--- src/rtl/rstseq.sv ---
// Reset sequencer: power-on hold, reboot, halt and core restart,
// driven by devtbl reset flags and a debounced push-button.
module rstseq #(
    parameter int PORCYCLES  = 64,
    parameter int HOLDCYCLES = 16,
    parameter int DBNCBITSZ  = 10
) (
    input  logic clk_i,
    input  logic rst_i,
    input  logic btn_i,
    input  logic rst0_i,
    input  logic rst1_i,
    input  logic rst2_i,
    output logic sysrst_o,
    output logic cpurst_o,
    output logic halted_o
);

    localparam int MAXCYC = (PORCYCLES > HOLDCYCLES) ? PORCYCLES : HOLDCYCLES;
    localparam int CW     = (MAXCYC > 1) ? $clog2(MAXCYC) : 1;

    localparam logic [CW-1:0]        POR_LD  = CW'(PORCYCLES - 1);
    localparam logic [CW-1:0]        HOLD_LD = CW'(HOLDCYCLES - 1);
    localparam logic [DBNCBITSZ-1:0] DB_MAX  = '1;
    localparam logic [DBNCBITSZ-1:0] DB_PRE  = DB_MAX - DBNCBITSZ'(1);

    typedef enum logic [2:0] {
        S_POR  = 3'd0,
        S_RUN  = 3'd1,
        S_HOLD = 3'd2,
        S_CORE = 3'd3,
        S_HALT = 3'd4
    } state_t;

    state_t                 state_q, state_d;
    logic [CW-1:0]          cnt_q, cnt_d;
    logic [1:0]             sync_q;
    logic [DBNCBITSZ-1:0]   dbnc_q;
    logic                   press_q;
    logic                   sys_d, cpu_d, halt_d;

    // Press fires once when the counter saturates; release re-arms it.
    always_ff @(posedge clk_i) begin
        if (rst_i) begin
            sync_q  <= 2'b00;
            dbnc_q  <= '0;
            press_q <= 1'b0;
        end else begin
            sync_q  <= {sync_q[0], btn_i};
            press_q <= 1'b0;
            if (!sync_q[1]) begin
                dbnc_q <= '0;
            end else if (dbnc_q != DB_MAX) begin
                dbnc_q  <= dbnc_q + DBNCBITSZ'(1);
                press_q <= (dbnc_q == DB_PRE);
            end
        end
    end

    always_comb begin
        state_d = state_q;
        cnt_d   = cnt_q;
        case (state_q)
            S_POR, S_HOLD: begin
                if (cnt_q == '0) state_d = S_RUN;
                else             cnt_d   = cnt_q - CW'(1);
            end
            S_RUN: begin
                if (press_q || rst1_i) begin
                    state_d = S_HOLD;
                    cnt_d   = HOLD_LD;
                end else if (rst0_i) begin
                    state_d = S_HALT;
                end else if (rst2_i) begin
                    state_d = S_CORE;
                    cnt_d   = HOLD_LD;
                end
            end
            S_CORE: begin
                if (press_q) begin
                    state_d = S_HOLD;
                    cnt_d   = HOLD_LD;
                end else if (cnt_q == '0) begin
                    state_d = S_RUN;
                end else begin
                    cnt_d = cnt_q - CW'(1);
                end
            end
            S_HALT: begin
                if (press_q) begin
                    state_d = S_HOLD;
                    cnt_d   = HOLD_LD;
                end
            end
            default: begin
                state_d = S_POR;
                cnt_d   = POR_LD;
            end
        endcase
    end

    // Outputs decode the next state so they stay aligned with the state flop.
    always_comb begin
        sys_d  = 1'b1;
        cpu_d  = 1'b1;
        halt_d = 1'b0;
        case (state_d)
            S_RUN: begin
                sys_d = 1'b0;
                cpu_d = 1'b0;
            end
            S_CORE:  sys_d  = 1'b0;
            S_HALT:  halt_d = 1'b1;
            default: ;
        endcase
    end

    always_ff @(posedge clk_i) begin
        if (rst_i) begin
            state_q  <= S_POR;
            cnt_q    <= POR_LD;
            sysrst_o <= 1'b1;
            cpurst_o <= 1'b1;
            halted_o <= 1'b0;
        end else begin
            state_q  <= state_d;
            cnt_q    <= cnt_d;
            sysrst_o <= sys_d;
            cpurst_o <= cpu_d;
            halted_o <= halt_d;
        end
    end

endmodule
--- config.mk ---
export PLATFORM = sky130hd
export DESIGN_NAME = rstseq
export DESIGN_NICKNAME = d
export VERILOG_FILES = /design/src/rtl/rstseq.sv
export SDC_FILE = /design/constraint.sdc
export NUM_CORES = 1
export LEC_CHECK = 0
export BUFFER_PORTS_ARGS = -buffer_cell sky130_fd_sc_hd__buf_4
export CAP_MARGIN = 20
export CORE_ASPECT_RATIO = 1.25
export CORE_MARGIN = 3
export CORE_UTILIZATION = 35
export CTS_CLUSTER_DIAMETER = 40
export DETAILED_ROUTE_END_ITERATION = 10
export SKIP_CTS_REPAIR_TIMING = 1
export SLEW_MARGIN = 20
export SYNTH_ARGS = -nofsm -noshare
export SYNTH_HDL_FRONTEND = slang
export SYNTH_SLANG_ARGS = --single-unit
export TNS_END_PERCENT = 30
--- constraint.sdc ---
create_clock -name clk_i -period 2 [get_ports clk_i]
set_input_delay 0.1 -clock clk_i [delete_from_list [all_inputs] [get_ports clk_i]]
set_output_delay 0.1 -clock clk_i [all_outputs]
set_load 0.05 [all_outputs]
* After elaboration in Yosys (flattened, before gate mapping)
Cells that the tools add are included.
Cells by class: bitwise logic cells 2, reductions and logical operators 8, add/sub/neg operators 2, equal/unequal tests 12, mux-type cells 17
Operators with widths (number):
- two-way mux 6 bit | 6
- case mux 6 bit (4 select lines) | 1
- two-way mux 3 bit | 6
- case mux 3 bit (4 select lines) | 1
- adder 10 x 1 -> 10 bit (second input constant) | 1
- == test 10 bit (second input constant) | 1
- != test 10 bit (second input constant) | 1
- == test 3 x 2 -> 1 bit (second input constant) | 3
- == test 3 x 1 -> 1 bit (second input constant) | 2
- == test 3 bit (second input constant) | 2
- logical NOT 6 bit | 1
- != test 3 bit (second input constant) | 2
- OR reduction 2 bit | 3
- subtractor 6 x 1 -> 6 bit (second input constant) | 1
- logical NOT 3 bit | 1
- two-way mux 1 bit | 3
- AND reduction 3 bit | 1
- OR reduction 3 bit | 1
- != test 2 bit (second input constant) | 1
- NOT 1 bit | 2
- logical OR 1 bit | 1
Storage, ports and cells: logic and storage cells 49, register bits 25, bits of input ports 6

* Longest topological paths before layout
Gate-level depths: netlist (run 1).
depth in word-level cells 7, mapped depth 6, gate-level depth less buffers 6

* Worst setup path after synthesis (run 1)
No wires, ideal clock.
path type register -> register, from reg state_q[1], to reg cnt_q[2], arrival 1.460 ns, slack 0.418 ns, required time 1.878 ns, clock period less this slack 1.582 ns, stages on the path, launching flop included 4, cells stage by stage dfxtp_1 > or4b_1 > o31a_1 > a221o_1
On the way: cells in the longest elaborated chain, start to end 3, elaborated cells on any way between the ends 11
RTL lines:
- start: declaration | RTL line 35 | state_t state_q, state_d;
- start signal: assignment | RTL line 126 | state_q <= state_d;
- == test 3 x 2 -> 1 bit (tied with other cells) | RTL line 63 | case (state_q)
- OR reduction 2 bit (tied with other cells) | RTL line 63
- case mux 6 bit (4 select lines) / AND reduction 3 bit (equally long branches)
- end signal: assignment | RTL line 127 | cnt_q <= cnt_d;
- end: declaration | RTL line 36 | logic [CW-1:0] cnt_q, cnt_d;
Parallel ways exist; a longest one is shown, timed or not. A chain may end at the register's enable or synchronous reset.

* Worst setup path after layout (run 1)
from reg state_q[0], to reg cnt_q[2]
Same word-level chain as after synthesis.

==> results of run 1 <==
-- final cells by class --
type	count	area [um^2]	share of cell area [%]
Clock buffer	3	41.29	2.939
Sequential cell	25	500.5	35.62
Tap cell	37	46.29	3.295
Inverter	10	37.54	2.671
Timing Repair Buffer	9	67.56	4.809
Multi-Input combinational cell	106	704.4	50.13
Clock inverter	1	7.507	0.5343
-- placed cells by master (no fill, tap or decap), drive strengths merged, types with 2 or more instances in the layout --
| master | n |
|---|---|
| nand2 | 8 |
| o31ai | 2 |
| a211oi | 4 |
| o21ai | 8 |
| nor2b | 6 |
| and3 | 2 |
| ha | 4 |
| inv | 10 |
| nor4 | 5 |
| a21oi | 5 |
| a221o | 3 |
| buf | 9 |
| a31oi | 4 |
| nor2 | 10 |
| xor2 | 2 |
| and2 | 3 |
| nand2b | 2 |
| nand3 | 5 |
| o21bai | 2 |
| nor3 | 6 |
| dfxtp | 25 |
| nand4 | 3 |
| clkbuf | 3 |
| a21o | 3 |
| a31o | 2 |
| or4b | 2 |
-- power by group --
group	switching, uW	internal (uW)	total (uW)
Sequential	9.32	505	514
Clock	170	141	311
Combinational	20.5	19.2	39.7
Total	200	666	866
-- registers in the layout (all words and copies together), names as in the netlist --
signal    cells
dbnc_q       10
cnt_q         6
state_q       3
sync_q        2
cpurst_o      1
halted_o      1
press_q       1
sysrst_o      1
-- through the flow --
step           total power, uW  setup slack (ps)
3_3_place_gp             563.8             336.2
5_1_grt                  907.7             166.7
4_1_cts                  878.3             282.0
2_1_floorplan            549.2             417.9
6_report                 865.6             279.1
3_5_place_dp             565.9             279.4
-- layer usage --
metal | GRT usage, % | vias to the layer above | routed length, um
met3 | 2.301 | 4 | 99
met1 | 16.68 | 498 | 1225
met4 | 5.542 | 0 | 38
met2 | 21.26 | 24 | 1172
met5 | 0 | - | 0
li1 | - | 558 | -
-- critical path: cells and delay by family, from the launching register on --
family,cells,cell delay (ps)
AO/OA/AOI/OAI,2,710
flip-flops,1,460
AND/OR/NAND/NOR,1,450
-- worst paths after layout --
check	startpoint	slack, ps	end
max reg2reg	state_q[0]	280	cnt_q[2]
min reg2reg	sync_q[0]	440	sync_q[1]
max	state_q[0]	280	cnt_q[2]
min	btn_i	30	sync_q[0]
-- logic make-up (layout without fill, tap and decap cells) --
family	Yosys count	in the layout	synth area share, %
flops	25	25	40.16
buf+inv	11	23	3.312
fa+ha+maj	4	4	4.016
simple gates	58	58	27.11
compound gates	41	41	23.29
xor+xnor	3	3	2.109
==> impl_metrics.yaml, run 1 <==
timing:
  fin_worst_skew_ps: 3.075
  worst_pin_slew_ps: 457.6
  setup_viol: 0
  relSlewSlack_pct: 69.49
  period_minus_slack_ps: 1721
  fin_crit_sh_pct: 86.05
  max_freq_mhz: 581.1
  rsz0062_at_grt: "false"
  finalMaxSlewViolations: 0
  hold_violations: 0
  whs_ps: 32.06
  setup_tns_ps: 0
grt:
  grt_pass1_vias: 1043
  grt_overflow: 0
  grt_pass1_wl_mm: 4.464
  track_usage_pct: 13.06
  grt_max_degree: 16
  antenna_found_initial: 0
critical_path:
  critPathCaptureType: "register"
  path_max_fanout: 10
  path_class: "register to register"
  crit_chain: "or4b_1 -> o31a_1 -> a221o_1"
  r2r_cells: 3
  crit_slowest_cell: "dfxtp_1"
  cp.arrival_ps: 1890
  critPathLaunchType: "register"
  cp.required_ps: 2170
  max_stage_delay_ps: 460
place:
  dpl_cell_area_mm2: 0.001356
  dp_cells: 187
  hpwl_mm: 1.814
  globalplace.congestion: 0.8099
  port-buffer-count: 8
routing:
  drtAntennaViolNets: 0
  detail_route.vias_per_cell: 5.675
  wire_per_inst_um: 13.28
  drc: 0
  vias: 1084
  first_iter_violations: 42
  drt_pass1_iterations: 4
  wl_mm: 2.536
pwr:
  ir_drop_uv: 244.0
  p_per_area_mw_per_mm2: 616.0
  p_leak_uw: 0.0005703
hold_path:
  hold_depth: 2
  hold_path.class: "primary input to register"
clock_network:
  numCtsBuffers: 3
  clk_pin_slew_ps: 90
  clock_sinks: 25
  htreeDepth: 1
  clockBufferDepth: 2
  root_buffer: "clkbuf_8"
  clk_latency_ps: 270
  tritoncts: "done"
floorplanning:
  ios: 9
  die_x_um: 59.37
  initial_core_util_pct: 37.66
  die_area_mm2: 0.004317
  fp-row-count: 23
  dieHeight_um: 72.72
  core_area_mm2: 0.003309
layout:
  layout-drive-gt1-share_pct: 10.39
  area_delta_synth_final_pct: 12.75
  num_antenna_cells: 0
  fin_cells: 191
  final_nets: 165
  final_util_pct: 42.46
  final_area_mm2: 0.001405
  fill_cells: 324
logic_synthesis:
  synth_nets: 152
  synth_edf_count: 0
  synthTopCellsByCount: "dfxtp_1 (25), nor2_1 (10), inv_1 (9), nand2_1 (8), o21ai_0 (7)"
  syn_area_mm2: 0.001246
  ys_ff_latch: 25
  async_flop_share_pct: 0
  yosys-top-cells-area: "dfxtp_1 (40%), ha_1 (4.0%), nor2_1 (3.0%)"
  yosysSeqAreaShare_pct: 40.16
  synth_top_flop_cell: "dfxtp_1"
  netlist_instances: 142
  yosysMostFrequentCell: "dfxtp_1"
  ys.warnings.count: 0
  synth_cell_type_count: 44
  avgSynthCellArea_um2: 8.776
  synth_top_area_share_pct: 40.16
  yosysTopAreaCell: "dfxtp_1"
outcome:
  status: "complete, no violations"
flow_run:
  drv_cap: 0
No activity file was read; power rests on OpenSTA's default activity.
==> run 2: changes to the inputs <==
--- a/config.mk
+++ b/config.mk
@@ -12,6 +12,7 @@
 export CORE_UTILIZATION = 35
 export CTS_CLUSTER_DIAMETER = 40
 export DETAILED_ROUTE_END_ITERATION = 10
+export REMOVE_ABC_BUFFERS = 1
 export SKIP_CTS_REPAIR_TIMING = 1
 export SLEW_MARGIN = 20
 export SYNTH_ARGS = -nofsm -noshare
==> run 2 against run 1 <==
Against the previous run:
- sequential share of layout area grew 0.19 points
- clock power shrank 3%
- utilization decreased by 0.23 points
==> impl_metrics.yaml, run 2 (synthesis results as in run 1) <==
floorplanning:
  die_area_mm2: 0.004317
  ios: 9
  core_area_mm2: 0.003309
  dieHeight_um: 72.72
  fp-row-count: 23
  die_x_um: 59.37
  initial_core_util_pct: 37.66
layout:
  layout-drive-gt1-share_pct: 9.804
  fill_cells: 320
  final_nets: 164
  top_regs: "dbnc_q: 10 flops, cnt_q: 6 flops, state_q: 3 flops"
  area_delta_synth_final_pct: 12.15
  top_register: "dbnc_q"
  final_common_cell: "dfxtp_1"
  largest_reg_flops: 10
  final_cell_mix: "dfxtp_1 (25), nor2_1 (10), inv_1 (9)"
  num_antenna_cells: 0
place:
  port-buffer-count: 8
  hpwl_mm: 1.812
  globalplace.congestion: 0.7786
clock_network:
  clk_pin_slew_ps: 90
  clk_latency_ps: 260
  clockBufferDepth: 2
  numCtsBuffers: 3
  htreeDepth: 1
  tritoncts: "done"
  root_buffer: "clkbuf_8"
  clock_sinks: 25
critical_path:
  r2r_cells: 4
  path_class: "register to register"
  r2r_setup_slack_ps: 240
  critPathCaptureType: "register"
  r2r-start: "cnt_q[2]"
  cp.arrival_ps: 1900
  path_max_fanout: 7
  setup.worst_path.end: "cnt_q[3]"
  crit_path_start: "cnt_q[2]"
  rr_endpoint: "cnt_q[3]"
  critPathLaunchType: "register"
  cp.required_ps: 2140
pwr:
  p_per_area_mw_per_mm2: 612.9
  ir_drop_uv: 345.6
  p_leak_uw: 0.0005649
  power_uw: 856.5
timing:
  period_minus_slack_ps: 1758
  whs_ps: 38.83
  max_freq_mhz: 569.0
  finalMaxSlewViolations: 0
  fin_crit_sh_pct: 87.88
  fin_worst_skew_ps: 0.9938
  worst_pin_slew_ps: 430.9
  setup_tns_ps: 0
  hold_violations: 0
  relSlewSlack_pct: 70.53
  rsz0062_at_grt: "false"
  setup_viol: 0
routing:
  wire_per_inst_um: 12.93
  first_iter_violations: 42
  drt_pass1_iterations: 4
  drtAntennaViolNets: 0
  wl_mm: 2.456
  detail_route.vias_per_cell: 5.779
  drc: 0
  vias: 1098
hold_path:
  hold_path.class: "primary input to register"
grt:
  grt_overflow: 0
  track_usage_pct: 11.99
  grt_max_degree: 16
  antenna_found_initial: 0
  grt_pass1_vias: 1002
  grt_pass1_wl_mm: 4.133
outcome:
  status: "complete, no violations"
flow_run:
  drv_cap: 0
[run 2: critical path, stage by stage, from the launching register on]
cell and delay, ps:
dfxtp_1 390, nor4_4 410, a22oi_1 240, a2111oi_0 500, a211oi_1 90
[run 2: area by class of cell]
| cell class | count | area [um^2] | share of cell area, % |
|---|---|---|---|
| inverters | 10 | 37.54 | 2.686 |
| clock inverters | 1 | 7.507 | 0.5372 |
| repair buffers | 8 | 60.06 | 4.297 |
| clock buffers | 3 | 41.29 | 2.954 |
| well taps | 37 | 46.29 | 3.312 |
| multi-input cells | 106 | 704.4 | 50.40 |
| flip-flops and latches | 25 | 500.5 | 35.81 |
[run 2: worst min path at each step]
stage           from   endpoint  slack [ps]  cells past startpoint
6_report       btn_i  sync_q[0]          40                      2
5_1_grt        btn_i  sync_q[0]          60                      2
4_1_cts        btn_i  sync_q[0]          40                      2
3_5_place_dp   btn_i  sync_q[0]         320                      2
3_3_place_gp   btn_i  sync_q[0]         310                      2
2_1_floorplan  rst_i  sync_q[0]         170                      1
[run 2: routing by layer]
metal | up-vias | track usage, % | part of all wire (%)
met4 | 0 | 3.778 | 0.81
met1 | 519 | 15.07 | 47
met5 | - | 0 | 0
met2 | 23 | 20.41 | 48
met3 | 2 | 2.124 | 4.1
li1 | 554 | - | -
[run 2: report_power, final]
group,switching [uW],total [uW],internal (uW)
Clock,161,302,141
Combinational,20.7,40.2,19.5
Sequential,9.34,514,505
[run 2: metrics by stage]
step                      area (um^2)  std cells  setup slack (ps)  util, %
after floorplan                  1242        141             418.1        -
after global placement           1349        186             342.3    40.76
after detailed placement         1349        186             302.2    40.76
after CTS                        1398        190             275.7    42.23
after global routing             1398        190             121.7    42.23
final                            1398        190             242.5    42.23
==> run 3: changes to the inputs <==
--- a/config.mk
+++ b/config.mk
@@ -12,6 +12,7 @@
 export CORE_UTILIZATION = 35
 export CTS_CLUSTER_DIAMETER = 40
 export DETAILED_ROUTE_END_ITERATION = 10
+export RECOVER_POWER = 50
 export REMOVE_ABC_BUFFERS = 1
 export SKIP_CTS_REPAIR_TIMING = 1
 export SLEW_MARGIN = 20
==> run 3 against run 2 <==
Against the previous run:
- cell count is the same
- flip-flop and latch count is the same
- via count is the same
- utilization shrank 0.45 points
- hold slack is essentially flat
- clock skew is the same
- largest power group unchanged
==> impl_metrics.yaml, run 3 (synthesis results as in run 1) <==
outcome:
  status: "complete, no violations"
routing:
  vias: 1098
  drc: 0
  drt_pass1_iterations: 4
  drtAntennaViolNets: 0
  wire_per_inst_um: 12.97
  first_iter_violations: 42
  wl_mm: 2.464
  detail_route.vias_per_cell: 5.779
critical_path:
  r2r_cells: 4
  max_stage_delay_ps: 500
  rr_endpoint: "cnt_q[3]"
  path_class: "register to register"
  cp.required_ps: 2140
  r2r_setup_slack_ps: 240
  path_max_fanout: 7
  crit_slowest_cell: "a2111oi_0"
  cp.arrival_ps: 1900
  critPathLaunchType: "register"
  crit_chain: "nor4_4 -> a22oi_1 -> a2111oi_0 -> a211oi_1"
  r2r-start: "cnt_q[2]"
  critPathCaptureType: "register"
timing:
  worst_pin_slew_ps: 601.1
  finalMaxSlewViolations: 0
  setup_tns_ps: 0
  max_freq_mhz: 569.0
  fin_crit_sh_pct: 87.88
  rsz0062_at_grt: "false"
  hold_violations: 0
  setup_viol: 0
  fin_worst_skew_ps: 0.9938
  relSlewSlack_pct: 60.10
  period_minus_slack_ps: 1758
grt:
  grt_pass1_wl_mm: 4.133
  grt_max_degree: 16
  grt_pass1_vias: 1002
  track_usage_pct: 11.99
  grt_overflow: 0
  antenna_found_initial: 0
floorplanning:
  die_x_um: 59.37
  dieHeight_um: 72.72
  fp-row-count: 23
  ios: 9
  initial_core_util_pct: 37.66
  die_area_mm2: 0.004317
  core_area_mm2: 0.003309
layout:
  final_cell_mix: "dfxtp_1 (25), nor2_1 (10), inv_1 (9)"
  largest_reg_flops: 10
  seqCellArea_um2: 500.5
  num_antenna_cells: 0
  final_common_cell: "dfxtp_1"
  multi_input_area_um2: 704.4
  fill_cells: 322
  final_nets: 164
  final_area_mm2: 0.001383
  layout-drive-gt1-share_pct: 7.190
  top_register: "dbnc_q"
  top_regs: "dbnc_q: 10 flops, cnt_q: 6 flops, state_q: 3 flops"
  fin_cells: 190
  area_delta_synth_final_pct: 10.94
  final_util_pct: 41.78
clock_network:
  htreeDepth: 1
  clock_sinks: 25
  numCtsBuffers: 3
  tritoncts: "done"
  clk_latency_ps: 260
  clockBufferDepth: 2
  root_buffer: "clkbuf_8"
  clk_pin_slew_ps: 90
place:
  globalplace.congestion: 0.7786
  dp_cells: 186
  dpl_cell_area_mm2: 0.001349
  port-buffer-count: 8
  hpwl_mm: 1.812
hold_path:
  hold_end: "sync_q[0]"
  hold_depth: 2
  hold_path.class: "primary input to register"
  min-delay-start: "btn_i"
pwr:
  p_leak_uw: 0.0005510
  power_uw: 855.6
  ir_drop_uv: 345.6
  p_per_area_mw_per_mm2: 618.9
flow_run:
  drv_cap: 0
run 3: power breakdown:
part           switching [uW]  internal [uW]  total [uW]
combinational            20.7           18.6        39.3
clock                     161            141         302
sequential               9.34            505         514
run 3: layout make-up:
class                      instances  share of cell area, %
tap                               37                  3.348
inverter                          10                  2.715
timing repair buffer               8                  3.258
clock inverter                     1                 0.5430
clock buffer                       3                  2.986
sequential                        25                  36.20
multi-input combinational        106                  50.95
run 3: routing by layer:
layer | wire length [um] | GRT usage, % | vias up
met2 | 1169 | 20.41 | 23
li1 | - | - | 554
met1 | 1167 | 15.07 | 519
met4 | 20 | 3.778 | 0
met3 | 107 | 2.124 | 2
met5 | 0 | 0 | -
run 3: worst max-delay path: cells and delay by family, from the launching register on:
kind            cells  cell delay, ps
compound gates      3             830
simple gates        1             410
flops               1             390
run 3: through the flow:
stage / hold WS (ps) / setup WS [ps]
after detailed placement: 317.8 / 302.2
after floorplan: 171.6 / 418.1
final: 38.54 / 242.4
after global placement: 310.7 / 342.3
after CTS: 38.26 / 275.7
after global routing: 62.97 / 121.7
run 3: worst max path at each step:
| stage | start | end | slack, ps |
|---|---|---|---|
| 2_1_floorplan | state_q[1] | cnt_q[2] | 420 |
| 3_3_place_gp | cnt_q[2] | cnt_q[2] | 340 |
| 3_5_place_dp | cnt_q[2] | cnt_q[3] | 300 |
| 4_1_cts | cnt_q[2] | cnt_q[3] | 280 |
| 5_1_grt | cnt_q[2] | cnt_q[3] | 120 |
| 6_report | cnt_q[2] | cnt_q[3] | 240 |
